## config.mk

```make
export PLATFORM = sky130hd
export DESIGN_NAME = uart_frame_rx_flat
export DESIGN_NICKNAME = d
export VERILOG_FILES = /design/src/rtl/uart_frame_rx_pkg.sv /design/src/rtl/uart_frame_rx_if.sv /design/src/rtl/uart_frame_rx_byte_rx.sv /design/src/rtl/uart_frame_rx.sv /design/src/flat_wrapper.sv
export SDC_FILE = /design/constraint.sdc
export NUM_CORES = 1
export LEC_CHECK = 0
export ABC_AREA = 1
export BUFFER_PORTS_ARGS = -buffer_cell sky130_fd_sc_hd__clkbuf_2
export CORE_MARGIN = 3
export CORE_UTILIZATION = 55
export DETAILED_ROUTE_END_ITERATION = 12
export HOLD_SLACK_MARGIN = 0.12
export PLACE_DENSITY = 0.75
export SLEW_MARGIN = 20
export SYNTH_ARGS = -nofsm -noshare
export SYNTH_HDL_FRONTEND = slang
export SYNTH_SLANG_ARGS = --single-unit
export TNS_END_PERCENT = 1
```

## constraint.sdc

```tcl
create_clock -name clk -period 9.5 [get_ports clk]
set_clock_uncertainty 0.2 [all_clocks]
set_input_delay 0 -clock clk [delete_from_list [all_inputs] [get_ports clk]]
set_output_delay 0 -clock clk [all_outputs]
set_load 0.05 [all_outputs]
```

## src/rtl/uart_frame_rx_pkg.sv

```systemverilog
// rtl/uart_frame_rx_pkg.sv - shared constants, state types and frame helpers for the frame receiver
package uart_frame_rx_pkg;

    localparam logic [1:0] HDR         = 2'b10;
    localparam logic [1:0] TAIL        = 2'b11;
    localparam logic       DATA_MSB    = 1'b0;
    localparam int         FRAME_BYTES = 6;

    typedef enum logic [1:0] {
        F_IDLE = 2'd0,
        F_DATA = 2'd1,
        F_TAIL = 2'd2
    } frame_state_t;

    typedef enum logic [1:0] {
        B_IDLE  = 2'd0,
        B_START = 2'd1,
        B_BITS  = 2'd2,
        B_STOP  = 2'd3
    } byte_state_t;

    typedef logic [3:0][6:0] slots_t;

    // Each slot carries the low 7 bits of one data byte; the tail supplies the four MSBs.
    function automatic logic [31:0] assemble_data(input slots_t slots, input logic [3:0] msbs);
        return {msbs[3], slots[0], msbs[2], slots[1], msbs[1], slots[2], msbs[0], slots[3]};
    endfunction

    function automatic logic frame_parity(input slots_t slots, input logic tail_lsb);
        return ^{slots[0][0], slots[1][0], slots[2][0], slots[3][0], tail_lsb};
    endfunction

endpackage

```

## src/rtl/uart_frame_rx_if.sv

```systemverilog
// rtl/uart_frame_rx_if.sv - serial input and decoded frame outputs of the frame receiver
interface uart_frame_rx_if;

    logic        rx;
    logic        frame_valid;
    logic [4:0]  addr;
    logic [1:0]  kind;
    logic [31:0] data;
    logic        parity_err;
    logic        frame_err;

    modport master (
        output rx,
        input  frame_valid, addr, kind, data, parity_err, frame_err
    );

    modport slave (
        input  rx,
        output frame_valid, addr, kind, data, parity_err, frame_err
    );

endinterface

```

## src/rtl/uart_frame_rx_byte_rx.sv

```systemverilog
// rtl/uart_frame_rx_byte_rx.sv - 8N1 UART byte receiver with start re-check and stop-bit validation
module uart_byte_rx
    import uart_frame_rx_pkg::*;
#(
    parameter int CLKS_PER_BIT = 5208
) (
    input  logic       clk,
    input  logic       reset,
    input  logic       rx,
    output logic       byte_valid,
    output logic       byte_err,
    output logic [7:0] byte_data
);

    localparam int CW = (CLKS_PER_BIT > 2) ? $clog2(CLKS_PER_BIT) : 2;
    localparam logic [CW-1:0] FULL_LAST = CW'(CLKS_PER_BIT - 1);
    localparam logic [CW-1:0] HALF_LAST = CW'(CLKS_PER_BIT / 2 - 1);

    logic [1:0]    r_sync;
    logic          r_prev;
    byte_state_t   r_state;
    logic [CW-1:0] r_cnt;
    logic [2:0]    r_bit;
    logic [7:0]    r_shift;
    logic          r_byte_valid;
    logic          r_byte_err;
    logic [7:0]    r_byte_data;
    logic          w_rx;

    assign w_rx       = r_sync[1];
    assign byte_valid = r_byte_valid;
    assign byte_err   = r_byte_err;
    assign byte_data  = r_byte_data;

    // Starts are armed only by a true high-to-low edge, so a low stop bit cannot retrigger.
    always_ff @(posedge clk or posedge reset) begin
        if (reset) begin
            r_sync       <= 2'b11;
            r_prev       <= 1'b1;
            r_state      <= B_IDLE;
            r_cnt        <= '0;
            r_bit        <= '0;
            r_shift      <= '0;
            r_byte_valid <= 1'b0;
            r_byte_err   <= 1'b0;
            r_byte_data  <= '0;
        end else begin
            r_sync       <= {r_sync[0], rx};
            r_prev       <= w_rx;
            r_byte_valid <= 1'b0;
            r_byte_err   <= 1'b0;
            case (r_state)
                B_IDLE: begin
                    r_cnt <= '0;
                    r_bit <= '0;
                    if (r_prev && !w_rx) r_state <= B_START;
                end
                B_START: begin
                    if (r_cnt == HALF_LAST) begin
                        r_cnt   <= '0;
                        r_state <= w_rx ? B_IDLE : B_BITS;
                    end else begin
                        r_cnt <= r_cnt + 1'b1;
                    end
                end
                B_BITS: begin
                    if (r_cnt == FULL_LAST) begin
                        r_cnt   <= '0;
                        r_shift <= {w_rx, r_shift[7:1]};
                        r_bit   <= r_bit + 1'b1;
                        if (r_bit == 3'd7) r_state <= B_STOP;
                    end else begin
                        r_cnt <= r_cnt + 1'b1;
                    end
                end
                B_STOP: begin
                    if (r_cnt == FULL_LAST) begin
                        r_cnt   <= '0;
                        r_state <= B_IDLE;
                        if (w_rx) begin
                            r_byte_valid <= 1'b1;
                            r_byte_data  <= r_shift;
                        end else begin
                            r_byte_err <= 1'b1;
                        end
                    end else begin
                        r_cnt <= r_cnt + 1'b1;
                    end
                end
                default: r_state <= B_IDLE;
            endcase
        end
    end

endmodule

```

## src/rtl/uart_frame_rx.sv

```systemverilog
// rtl/uart_frame_rx.sv - reassembles 6-byte UART frames, checks header parity, times out stalled frames
module uart_frame_rx
    import uart_frame_rx_pkg::*;
#(
    parameter int CLKS_PER_BIT = 5208,
    parameter int TIMEOUT_CLKS = 52080
) (
    input  logic            clk,
    input  logic            reset,
    uart_frame_rx_if.slave  bus
);

    localparam int TW = $clog2(TIMEOUT_CLKS + 1);
    localparam logic [TW-1:0] TMO_LIMIT = TW'(TIMEOUT_CLKS);
    localparam logic [1:0]    LAST_SLOT = 2'(FRAME_BYTES - 3);

    logic          w_byte_valid;
    logic          w_byte_err;
    logic [7:0]    w_byte;
    logic          w_par_calc;

    frame_state_t  r_state;
    logic [1:0]    r_idx;
    slots_t        r_slots;
    logic [4:0]    r_hdr_addr;
    logic          r_hdr_par;
    logic [TW-1:0] r_tmo;
    logic          r_frame_valid;
    logic          r_parity_err;
    logic          r_frame_err;
    logic [4:0]    r_addr;
    logic [1:0]    r_kind;
    logic [31:0]   r_data;

    uart_byte_rx #(
        .CLKS_PER_BIT (CLKS_PER_BIT)
    ) u_byte_rx (
        .clk        (clk),
        .reset      (reset),
        .rx         (bus.rx),
        .byte_valid (w_byte_valid),
        .byte_err   (w_byte_err),
        .byte_data  (w_byte)
    );

    assign w_par_calc      = frame_parity(r_slots, w_byte[0]);
    assign bus.frame_valid = r_frame_valid;
    assign bus.parity_err  = r_parity_err;
    assign bus.frame_err   = r_frame_err;
    assign bus.addr        = r_addr;
    assign bus.kind        = r_kind;
    assign bus.data        = r_data;

    always_ff @(posedge clk or posedge reset) begin
        if (reset) begin
            r_state       <= F_IDLE;
            r_idx         <= '0;
            r_slots       <= '0;
            r_hdr_addr    <= '0;
            r_hdr_par     <= 1'b0;
            r_tmo         <= '0;
            r_frame_valid <= 1'b0;
            r_parity_err  <= 1'b0;
            r_frame_err   <= 1'b0;
            r_addr        <= '0;
            r_kind        <= '0;
            r_data        <= '0;
        end else begin
            r_frame_valid <= 1'b0;
            r_parity_err  <= 1'b0;
            r_frame_err   <= 1'b0;
            if (w_byte_valid) begin
                r_tmo <= '0;
                // A header byte anywhere restarts the frame, so a lost byte costs one frame only.
                if (w_byte[7:6] == HDR) begin
                    r_frame_err <= (r_state != F_IDLE);
                    r_hdr_addr  <= w_byte[4:0];
                    r_hdr_par   <= w_byte[5];
                    r_idx       <= '0;
                    r_state     <= F_DATA;
                end else begin
                    case (r_state)
                        F_DATA: begin
                            if (w_byte[7] == DATA_MSB) begin
                                r_slots[r_idx] <= w_byte[6:0];
                                if (r_idx == LAST_SLOT) r_state <= F_TAIL;
                                else                    r_idx   <= r_idx + 1'b1;
                            end else begin
                                r_frame_err <= 1'b1;
                                r_state     <= F_IDLE;
                            end
                        end
                        F_TAIL: begin
                            r_state <= F_IDLE;
                            if (w_byte[7:6] != TAIL) begin
                                r_frame_err <= 1'b1;
                            end else if (w_par_calc == r_hdr_par) begin
                                r_frame_valid <= 1'b1;
                                r_addr        <= r_hdr_addr;
                                r_kind        <= w_byte[5:4];
                                r_data        <= assemble_data(r_slots, w_byte[3:0]);
                            end else begin
                                r_parity_err <= 1'b1;
                            end
                        end
                        default: r_state <= F_IDLE;
                    endcase
                end
            end else if (w_byte_err) begin
                r_tmo <= '0;
                if (r_state != F_IDLE) begin
                    r_frame_err <= 1'b1;
                    r_state     <= F_IDLE;
                end
            end else if (r_state != F_IDLE) begin
                if (r_tmo == TMO_LIMIT) begin
                    r_tmo       <= '0;
                    r_frame_err <= 1'b1;
                    r_state     <= F_IDLE;
                end else begin
                    r_tmo <= r_tmo + 1'b1;
                end
            end else begin
                r_tmo <= '0;
            end
        end
    end

endmodule
```

## src/flat_wrapper.sv

```systemverilog
// flat-port wrapper written by rule: the top's interface ports become plain ports
module uart_frame_rx_flat import uart_frame_rx_pkg::*;
#(
    parameter int CLKS_PER_BIT = 5208,
    parameter int TIMEOUT_CLKS = 52080
)
  (clk, reset, bus_rx, bus_frame_valid, bus_addr, bus_kind, bus_data, bus_parity_err, bus_frame_err);
  uart_frame_rx_if bus_i ();
  input  logic clk;
  input  logic reset;
  input wire logic [$bits(bus_i.rx)-1:0] bus_rx;
  output wire logic [$bits(bus_i.frame_valid)-1:0] bus_frame_valid;
  output wire logic [$bits(bus_i.addr)-1:0] bus_addr;
  output wire logic [$bits(bus_i.kind)-1:0] bus_kind;
  output wire logic [$bits(bus_i.data)-1:0] bus_data;
  output wire logic [$bits(bus_i.parity_err)-1:0] bus_parity_err;
  output wire logic [$bits(bus_i.frame_err)-1:0] bus_frame_err;
  assign bus_i.rx = bus_rx;
  assign bus_frame_valid = bus_i.frame_valid;
  assign bus_addr = bus_i.addr;
  assign bus_kind = bus_i.kind;
  assign bus_data = bus_i.data;
  assign bus_parity_err = bus_i.parity_err;
  assign bus_frame_err = bus_i.frame_err;
  uart_frame_rx #(.CLKS_PER_BIT(CLKS_PER_BIT), .TIMEOUT_CLKS(TIMEOUT_CLKS)) u_core (.clk(clk), .reset(reset), .bus(bus_i));
endmodule
```

== After elaboration in Yosys (flattened, before gate mapping) ==
Cells that the tools add are included.

* Input bits: 3
* Output and inout port bits: 42
* Register bits: 135

* Equal/unequal tests: 21
* Muxes and demuxes: 57
* $lt $le $gt $ge: 2
* Bitwise operators: 3
* Add/sub/neg operators: 4
* Reduce and logical (&&, ||, !) cells: 20

{| class="wikitable"
|+ Operator list
! cell !! number
|-
| 16-bit 2-to-1 mux || 4
|-
| 13-bit case mux with 3 select lines || 1
|-
| 2-bit 2-to-1 mux || 19
|-
| 28-bit bitwise mux || 1
|-
| 13-bit 2-to-1 mux || 2
|-
| 1-bit 2-to-1 mux || 24
|-
| 16-bit by 1-bit adder with 16-bit output, second input constant || 1
|-
| 16-bit == test, second input constant || 1
|-
| 7-bit demux with 2-bit select || 1
|-
| 13-bit by 1-bit adder with 13-bit output, second input constant || 1
|-
| 13-bit by 12-bit == test with 1-bit output, second input constant || 1
|-
| 13-bit == test, second input constant || 1
|-
| 2-bit inequality test, second input constant || 6
|-
| 2-bit == test, second input constant || 5
|-
| 5-bit AND reduction || 2
|-
| 2-bit case mux with 4 select lines || 1
|-
| 4-bit AND reduction || 2
|-
| 2-bit nonzero test || 4
|-
| 7-bit 2-to-1 mux || 1
|-
| 3-bit case mux with 2 select lines || 1
|-
| 2-bit AND reduction || 3
|-
| 3-bit AND reduction || 2
|-
| 5-bit by 3-bit inequality test with 1-bit output, second input constant || 1
|-
| 5-bit XOR reduction || 1
|-
| 16 further kinds || 21
|}

== Depth between registers and ports, before layout ==
Gate-level depths: netlist of run 1.

* Word-level depth: 7
* Depth in mapped cells: 11
* Mapped depth without buffers: 10

== Hierarchy ==
A second synthesis of run 1 with hierarchy kept.

* Cell total of the unflattened synthesis: 702
* Area, all modules: 6007.0 µm²

{| class="wikitable"
|+ Modules (own cells, without submodules)
! module !! times used !! area each (µm²) !! cells an instance
|-
| uart_frame_rx || 1 || 4251.6 || 497
|-
| uart_byte_rx || 1 || 1755.4 || 205
|}

== Least setup slack after synthesis of run 1 ==
No wires, ideal clock.

* Kind: register to register
* From: register u_core.u_byte_rx.r_cnt[0]
* To: register u_core.u_byte_rx.r_bit[0]
* Setup time: 116 ps
* Stages on the path, launching flop included: 10
* Data arrival time: 1369 ps
* Path buffers: 1
* Setup slack: 7814 ps
* Period minus slack after synthesis: 1686 ps
* Required time: 9184 ps
* Path through: dfrtp_1 -> ha_1 -> inv_1 -> nor3_1 -> nand2_2 -> nor2_8 -> nand2_4 -> buf_6 -> nand3_1 -> nand2_1

* Word-level cells in the longest chain between the ends: 3

{| class="wikitable"
|+ Ends and longest elaborated chain
! element !! line !! RTL
|-
| start, declared || uart_frame_rx_byte_rx.sv:22 || <nowiki>logic [CW-1:0] r_cnt;</nowiki>
|-
| start signal, assigned || uart_frame_rx_byte_rx.sv:63 || <nowiki>r_cnt <= r_cnt + 1'b1;</nowiki>
|-
| start signal, assigned || uart_frame_rx_byte_rx.sv:73 || <nowiki>r_cnt <= r_cnt + 1'b1;</nowiki>
|-
| start signal, assigned || uart_frame_rx_byte_rx.sv:87 || <nowiki>r_cnt <= r_cnt + 1'b1;</nowiki>
|-
| 13-bit == test || uart_frame_rx_byte_rx.sv:67 || <nowiki>if (r_cnt == FULL_LAST) begin</nowiki>
|-
| 2-bit inequality test (no line) || n/a ||
|-
| 2-bit AND reduction (no line) || n/a ||
|-
| end signal, assigned || uart_frame_rx_byte_rx.sv:70 || <nowiki>r_bit <= r_bit + 1'b1;</nowiki>
|-
| end, declared || uart_frame_rx_byte_rx.sv:23 || <nowiki>logic [2:0] r_bit;</nowiki>
|}

No other way between the ends.
A chain may end at the register's enable or synchronous reset.

== Worst setup path in the final report of run 1 ==
* From: register u_core.u_byte_rx.r_byte_data[0] (netlist: u_core.u_byte_rx.byte_data[0])
* To: register u_core.r_data[23] (netlist: u_core.bus.data[23])

* Word-level cells in the longest chain between the ends: 3

{| class="wikitable"
|+ Ends and longest elaborated chain
! element !! line !! RTL
|-
| start, declared || uart_frame_rx_byte_rx.sv:27 || <nowiki>logic [7:0] r_byte_data;</nowiki>
|-
| start signal, assigned || uart_frame_rx_byte_rx.sv:82 || <nowiki>r_byte_data <= r_shift;</nowiki>
|-
| 5-bit XOR reduction || uart_frame_rx_pkg.sv:30 || <nowiki>return ^{slots[0][0], slots[1][0], slots[2][0], slots[3][0], tail_lsb};</nowiki>
|-
| 1-bit == test || uart_frame_rx.sv:97 || <nowiki>end else if (w_par_calc == r_hdr_par) begin</nowiki>
|-
| 5-bit AND reduction (no line) || n/a ||
|-
| end signal, assigned || uart_frame_rx.sv:101 || <nowiki>r_data <= assemble_data(r_slots, w_byte[3:0]);</nowiki>
|-
| end, declared || uart_frame_rx.sv:33 || <nowiki>logic [31:0] r_data;</nowiki>
|}

No other way between the ends.

==> metrics, run 1 <==
initial antenna violation count 0; Mapped Nets 759; yosys warns 0; buffer and inverter count on the worst path 2; Die Ht 113 microns; Slew headroom 0.344; Primary FF master, synth dfrtp_1; total CTS buffers 17; Max Clock Freq 0.391 GHz; VDD IR max 0.115 mV; RSZ-0062 raised after global routing false; Synth top area share 0.528; count of final setup violators 0; setup tns final 0 ps; Detailed Route Iter0 Violations 334; most frequent CP cell nand2_1; Fin. Hold Viols 0; Max FO, Critical Path 41; Comb pwr share 0.057; Psw 0.000315 W; Seq/Total Area, Yosys 0.541; Routed wire per std cell 13.7 microns; CP max stage cell nand2_2; post-route insts no fill 938; Yosys cell types 35; Crit Path Category flop to flop; Slew Limit Fails 0; asr flop ratio synth 1.00; Post-Place Cell Area 6510 sq um; htree depth 4; startpoint types flop; Synth area leader dfrtp_1; max cap viols 0; Layout area overhead 14.2%; post-CTS setup buffer count 0; Critical Path RT 9600 ps; cell area after layout 7140 sq um; Clk pin slew, worst setup/hold paths 60 ps; outcome finished clean; Leak 3.61 nW; Min Hold Slack 156 ps; vias in the first global route 4774; syn avg cell area 8.41 sq um; Die Area 12700 sq um; P_int 0.00102 W; Syn Inst Count 744; Core Area 11000 sq um; input/output buffers 44; worst hold path type flop to flop; post-CTS sizing 0; row count 38; top cells by instance count after synthesis 252 x nand2_1, 132 x dfrtp_1, 65 x nor2_1; via count 4963; critical path cell sequence inv_2 > nand2_1 > nand2_1 > nand2_1 > nand2_1 > inv_2 > nand2_2 > nand3_4 > nand2_1 > nand2_1; DP HPWL 8590 microns; Worst-Margin Slew 984 ps; die width 113 microns; global-route wire length before repair 22200 microns; Routed WL 12800 microns; CP top delay family simple AND/OR/NAND/NOR gates; clk buf depth 2; Worst setup EP type flop; Global Route Usage Sum 0.216; P per Cell Area 186 nW/um^2; sequential share of power 0.457; Fill cells 908; grt ovf 0; DRC Markers 0; clk root buf clkbuf_16; Final Cycle Share 0.270; TritonRoute pass-1 iters 6; CP max stage delay 540 ps; # hold bufs at CTS 4; starting density of the core 0.569; GPL Wtd Cong 0.884; CTS tree yes; largest net degree at the start of global routing 81; minimum clock period 2560 ps; Worst R2R Setup Slack 6940 ps; # diodes 0; Seq cells post-synth 135; sw frac 0.237; clock share of power 0.486; Inst Count DP 902; clock latency on the worst-skew pair 420 ps; Via density 5.29; Synth area leaders dfrtp_1 53%, nand2_1 15%, nand4_1 5.4%; post-route ant nets 0; Critical Path AT 2660 ps; layout cells sized above 1 0.132; Post-synth EDFFs 0; count leader, synth nand2_1; Sink Count 135; # IOs 45; number of nets in the layout 800; Post-Syn Area 6250 sq um
==> sequential cells by signal, summed over array words and instances, names as in the netlist, 2 cells and up, named ones only <==
| register | count |
|---|---|
| u_core.u_byte_rx.r_shift | 8 |
| u_core.bus.data | 32 |
| u_core.r_idx | 2 |
| u_core.u_byte_rx.r_sync | 2 |
| u_core.r_hdr_addr | 5 |
| u_core.u_byte_rx.byte_data | 8 |
| u_core.r_state | 2 |
| u_core.u_byte_rx.r_cnt | 13 |
| u_core.r_tmo | 16 |
| u_core.bus.addr | 5 |
| u_core.r_slots | 28 |
| u_core.bus.kind | 2 |
| u_core.u_byte_rx.r_bit | 3 |
==> routing by layer <==
metal	share of wire	up-vias	routed length, microns	global-route usage
li1	-	2481	-	-
met2	0.47	121	6090	0.335
met1	0.46	2338	5900	0.293
met5	0	-	0	0
met4	0.019	0	246	0.0817
met3	0.047	23	602	0.0582
==> path summary, 6_finish.rpt <==
path / start / end / cells after the start
setup / recovery: u_core.u_byte_rx.byte_data[0] / u_core.bus.data[23] / 10
hold / removal: u_core.u_byte_rx.r_sync[0] / u_core.u_byte_rx.r_sync[1] / 0
setup reg to reg: u_core.u_byte_rx.byte_data[0] / u_core.bus.data[23] / 10
hold reg to reg: u_core.u_byte_rx.r_sync[0] / u_core.u_byte_rx.r_sync[1] / 0
max in group asynchronous: reset / u_core.bus.data[1] / 5
min in group asynchronous: reset / u_core.r_state[0] / 4
==> power by group through the flow <==
| stage | logic, W | registers (W) | clock network, W |
|---|---|---|---|
| finish | 0.0000760 | 0.000608 | 0.000646 |
| global route | 0.0000892 | 0.000610 | 0.000686 |
| CTS | 0.0000775 | 0.000607 | 0.000656 |
| floorplan | 0.0000651 | 0.000609 | 0 |
| detailed placement | 0.0000756 | 0.000617 | 0 |
| global placement | 0.0000724 | 0.000616 | 0 |
==> layout by cell type (no fill, tap or decap), types with 2 or more instances in the layout <==
| master | n |
|---|---|
| xnor2_1 | 2 |
| dlygate4sd3_1 | 4 |
| nand4_1 | 54 |
| buf_4 | 2 |
| nand2_1 | 252 |
| a21oi_1 | 3 |
| nor3_1 | 9 |
| clkbuf_8 | 3 |
| nand3_1 | 35 |
| dfrtp_1 | 132 |
| clkbuf_16 | 17 |
| inv_2 | 8 |
| o21ai_0 | 45 |
| inv_1 | 63 |
| nor2_1 | 65 |
| nor3_4 | 2 |
| bufinv_16 | 2 |
| xor2_1 | 5 |
| clkbuf_2 | 44 |
| nor2_2 | 3 |
| ha_1 | 12 |
| o21ai_1 | 2 |
| clkinv_4 | 3 |
| dfstp_2 | 3 |
| clkinv_2 | 4 |
| nor3b_1 | 4 |
| nand2_2 | 4 |
==> logic make-up after synthesis <==
| group | synth area share |
|---|---|
| AO/OA/AOI/OAI | 0.0434 |
| XOR/XNOR | 0.00980 |
| adder cells (fa/ha/maj) | 0.0240 |
| buffers and inverters | 0.0686 |
| flip-flops | 0.541 |
| AND/OR/NAND/NOR | 0.313 |
==> per-stage QoR <==
step / utilization / setup slack (ps) / power (W)
5_1_grt: 0.650 / 6650 / 0.00138
3_3_place_gp: 0.593 / 7050 / 0.000689
4_1_cts: 0.650 / 6910 / 0.00134
6_report: 0.650 / 6940 / 0.00133
3_5_place_dp: 0.593 / 6930 / 0.000693
2_1_floorplan: - / 5690 / 0.000674
==> cell type report <==
cell class                 count  area (sq um)  area share
clock buffer                  21           470      0.0659
clock inverter                11           123      0.0172
inverter                      72           273      0.0382
multi-input combinational    509          2440       0.342
sequential                   135          3380       0.474
tap                          140           175      0.0245
timing repair buffer          50           275      0.0385
==> worst reg2reg max path, stage by stage, from the launching register on <==
cell and delay, ps:
dfrtp_1 420, inv_2 110, nand2_1 80, nand2_1 60, nand2_1 40, nand2_1 100, inv_2 40, nand2_2 540
nand3_4 550, nand2_1 220, nand2_1 70
Note: power is estimated with default switching activity, not from simulation.
==> inputs of run 2 (changes only) <==
--- a/config.mk
+++ b/config.mk
@@ -5,13 +5,13 @@
 export SDC_FILE = /design/constraint.sdc
 export NUM_CORES = 1
 export LEC_CHECK = 0
-export ABC_AREA = 1
+export ABC_AREA = 0
 export BUFFER_PORTS_ARGS = -buffer_cell sky130_fd_sc_hd__clkbuf_2
 export CORE_MARGIN = 3
-export CORE_UTILIZATION = 55
+export CORE_UTILIZATION = 54
 export DETAILED_ROUTE_END_ITERATION = 12
 export HOLD_SLACK_MARGIN = 0.12
-export PLACE_DENSITY = 0.75
+export PLACE_DENSITY = 0.77
 export SLEW_MARGIN = 20
 export SYNTH_ARGS = -nofsm -noshare
 export SYNTH_HDL_FRONTEND = slang
==> constraint.sdc (replaced) <==
create_clock -name clk -period 2.2 [get_ports clk]
set_clock_uncertainty 0.2 [all_clocks]
set_input_delay 0 -clock clk [delete_from_list [all_inputs] [get_ports clk]]
set_output_delay 0 -clock clk [all_outputs]
set_load 0.05 [all_outputs]
==> run 2 against run 1 <==
  * Via count shrank 31%
  * Sequential power grew to 4.4 times the previous value
  * Design area shrank 3.2%
  * Fmax grew 21%
  * Critical path depth shrank 5
  * Synthesized cell count shrank 44%
  * Sequential cell count is the same
  * Final cell count shrank 32%
  * Register-to-register slack lost 6900 ps
  * Critical path type unchanged
  * Largest power group unchanged
  * Highest routed layer unchanged
==> metrics, run 2 <==
sequential cell area 3380 sq um; max reg flops 32; cell area after layout 6920 sq um; Worst setup EP type flop; most frequent cells in the layout 132 x dfrtp_1, 44 x clkbuf_2, 39 x mux2_4, 39 x nor2_1, 33 x mux2_2; P per Cell Area 829 nW/um^2; Mapped Nets 434; Syn Inst Count 419; post-synthesis simple-gate area fraction 0.102; Routed WL 10600 microns; row count 37; worst hold path type flop to flop; Layout area overhead 18.7%; Via density 5.32; post-CTS setup buffer count 0; Max FO, Critical Path 12; outcome finished clean; Synth top area share 0.567; Final Cycle Share 0.962; Clk pin slew, worst setup/hold paths 60 ps; largest net degree at the start of global routing 63; Worst R2R Setup Slack 80 ps; Primary FF master, synth dfrtp_1; number of nets in the layout 506; Slew Limit Fails 0; largest family of logic cells by synthesized area multiplexers; Synth area leaders dfrtp_1 57%, mux2_4 10%, mux2_2 6.4%; die width 110 microns; yosys warns 0; Worst-Margin Slew 572 ps; DP HPWL 6800 microns; Layout Utilization 0.664; post-synthesis compound-gate area fraction 0.0197; clk buf depth 2; Die Area 12100 sq um; syn avg cell area 13.9 sq um; asr flop ratio synth 1.00; Seq cells post-synth 135; Post-synth EDFFs 0; # diodes 0; global-route wire length before repair 17700 microns; Sink Count 135; GPL Wtd Cong 0.820; Max Clock Freq 0.473 GHz; startpoint types flop; Critical Path RT 2400 ps; htree depth 4; Detailed Route Iter0 Violations 171; via count 3407; top cells by instance count after synthesis 132 x dfrtp_1, 40 x nor2_1, 39 x mux2_4; Critical Path AT 2320 ps; Crit Path Category flop to flop; Leak 3.34 nW; initial antenna violation count 0; Inst Count DP 603; Post-Syn Area 5830 sq um; # IOs 45; CTS tree yes; post-route insts no fill 640; area of the multi-input gates 2290 sq um; XOR/XNOR Fraction of Synth Area 0.0446; input/output buffers 44; total CTS buffers 17; RSZ-0062 raised after global routing false; Fill cells 720; Seq/Total Area, Yosys 0.580; Core Area 10400 sq um; Global Route Usage Sum 0.192; layout cells sized above 1 0.339; commonest non-fill, non-tap cell in the layout dfrtp_1; count of final setup violators 0; Total Power 0.00574 W; count leader, synth dfrtp_1; post-route ant nets 0; Synth area leader dfrtp_1; Yosys cell types 45; Die Ht 110 microns; DRC Markers 0; clk root buf clkbuf_8; Fin. Hold Viols 0; vias in the first global route 3528; Post-Place Cell Area 6270 sq um; Routed wire per std cell 16.5 microns; starting density of the core 0.560; minimum clock period 2120 ps; mux contribution to synthesized area 0.201; grt ovf 0; Slew headroom 0.618; TritonRoute pass-1 iters 4; max cap viols 0; clock latency on the worst-skew pair 510 ps; VDD IR max 0.601 mV; synthesized-area fraction occupied by adder cells 0.0258
run 2: cell count changes in the layout (fill, tap and decap cells not counted), moves of 7 or more:
cell     change
inv_2        -8
xnor2_1     +20
inv_1       -49
o21ai_0     -43
mux2_4      +39
mux2_2      +33
nand2_1    -236
nor2_1      -26
nand3_1     -23
mux2_1      +18
nand4_1     -46
buf_4        +7
run 2: report_power, final:
part / internal [W] / leakage [nW] / switching (W)
logic: 0.000140 / 1.21 / 0.000162
registers: 0.00256 / 1.86 / 0.000102
clock network: 0.00164 / 0.272 / 0.00113
total: 0.00434 / 3.34 / 0.00139
run 2: worst max-delay path, stage by stage (launching register included):
cell and delay [ps]:
dfrtp_1 410, xnor2_1 190, xnor3_2 510, nor2_8 170
clkbuf_16 220, mux2_4 300
run 2: worst paths after layout:
check,depth (start not counted),to,start
setup / recovery,5,u_core.bus.data[14],u_core.r_slots[14]
hold / removal,0,u_core.u_byte_rx.r_sync[1],u_core.u_byte_rx.r_sync[0]
setup reg to reg,5,u_core.bus.data[14],u_core.r_slots[14]
hold reg to reg,0,u_core.u_byte_rx.r_sync[1],u_core.u_byte_rx.r_sync[0]
max in group asynchronous,5,u_core.u_byte_rx.r_sync[0],reset
min in group asynchronous,4,u_core.r_slots[5],reset
run 2: logic make-up after synthesis:
family          after synthesis
compound gates               17
fa+ha+maj                    12
simple gates                112
buf+inv                      24
xor+xnor                     28
flops                       135
mux                          91
run 2: layout make-up:
type / instances / area share
Inverter: 15 / 0.00868
Sequential cell: 135 / 0.489
Multi-Input combinational cell: 260 / 0.331
Clock buffer: 18 / 0.0604
Clock inverter: 14 / 0.0235
Tap cell: 136 / 0.0246
Timing Repair Buffer: 62 / 0.0626
run 2: per-stage QoR:
step / worst slack, ps / hold WS [ps] / setup TNS (ps)
3_3_place_gp: 134 / -203 / 0
2_1_floorplan: 225 / -196 / 0
6_report: 84.5 / 158 / 0
4_1_cts: 9.11 / 160 / 0
5_1_grt: 43.3 / 162 / 0
3_5_place_dp: -9.15 / -199 / -19.7
run 2: repair_timing:
item                                   4_1_cts  5_1_grt
endpoints found under the hold margin      136        0
gates cloned                                 0        1
pin swaps                                    0        1
hold buffers                                 4        0
setup endpoints to repair                    5       24
gates resized for setup                      1        0
run 2: routing by layer:
metal,global-route usage,part of all wire,vias to the layer above
met5,0,0,-
met4,0.0641,0.013,0
met3,0.0511,0.034,13
met2,0.299,0.49,52
met1,0.263,0.46,1728
li1,-,-,1614
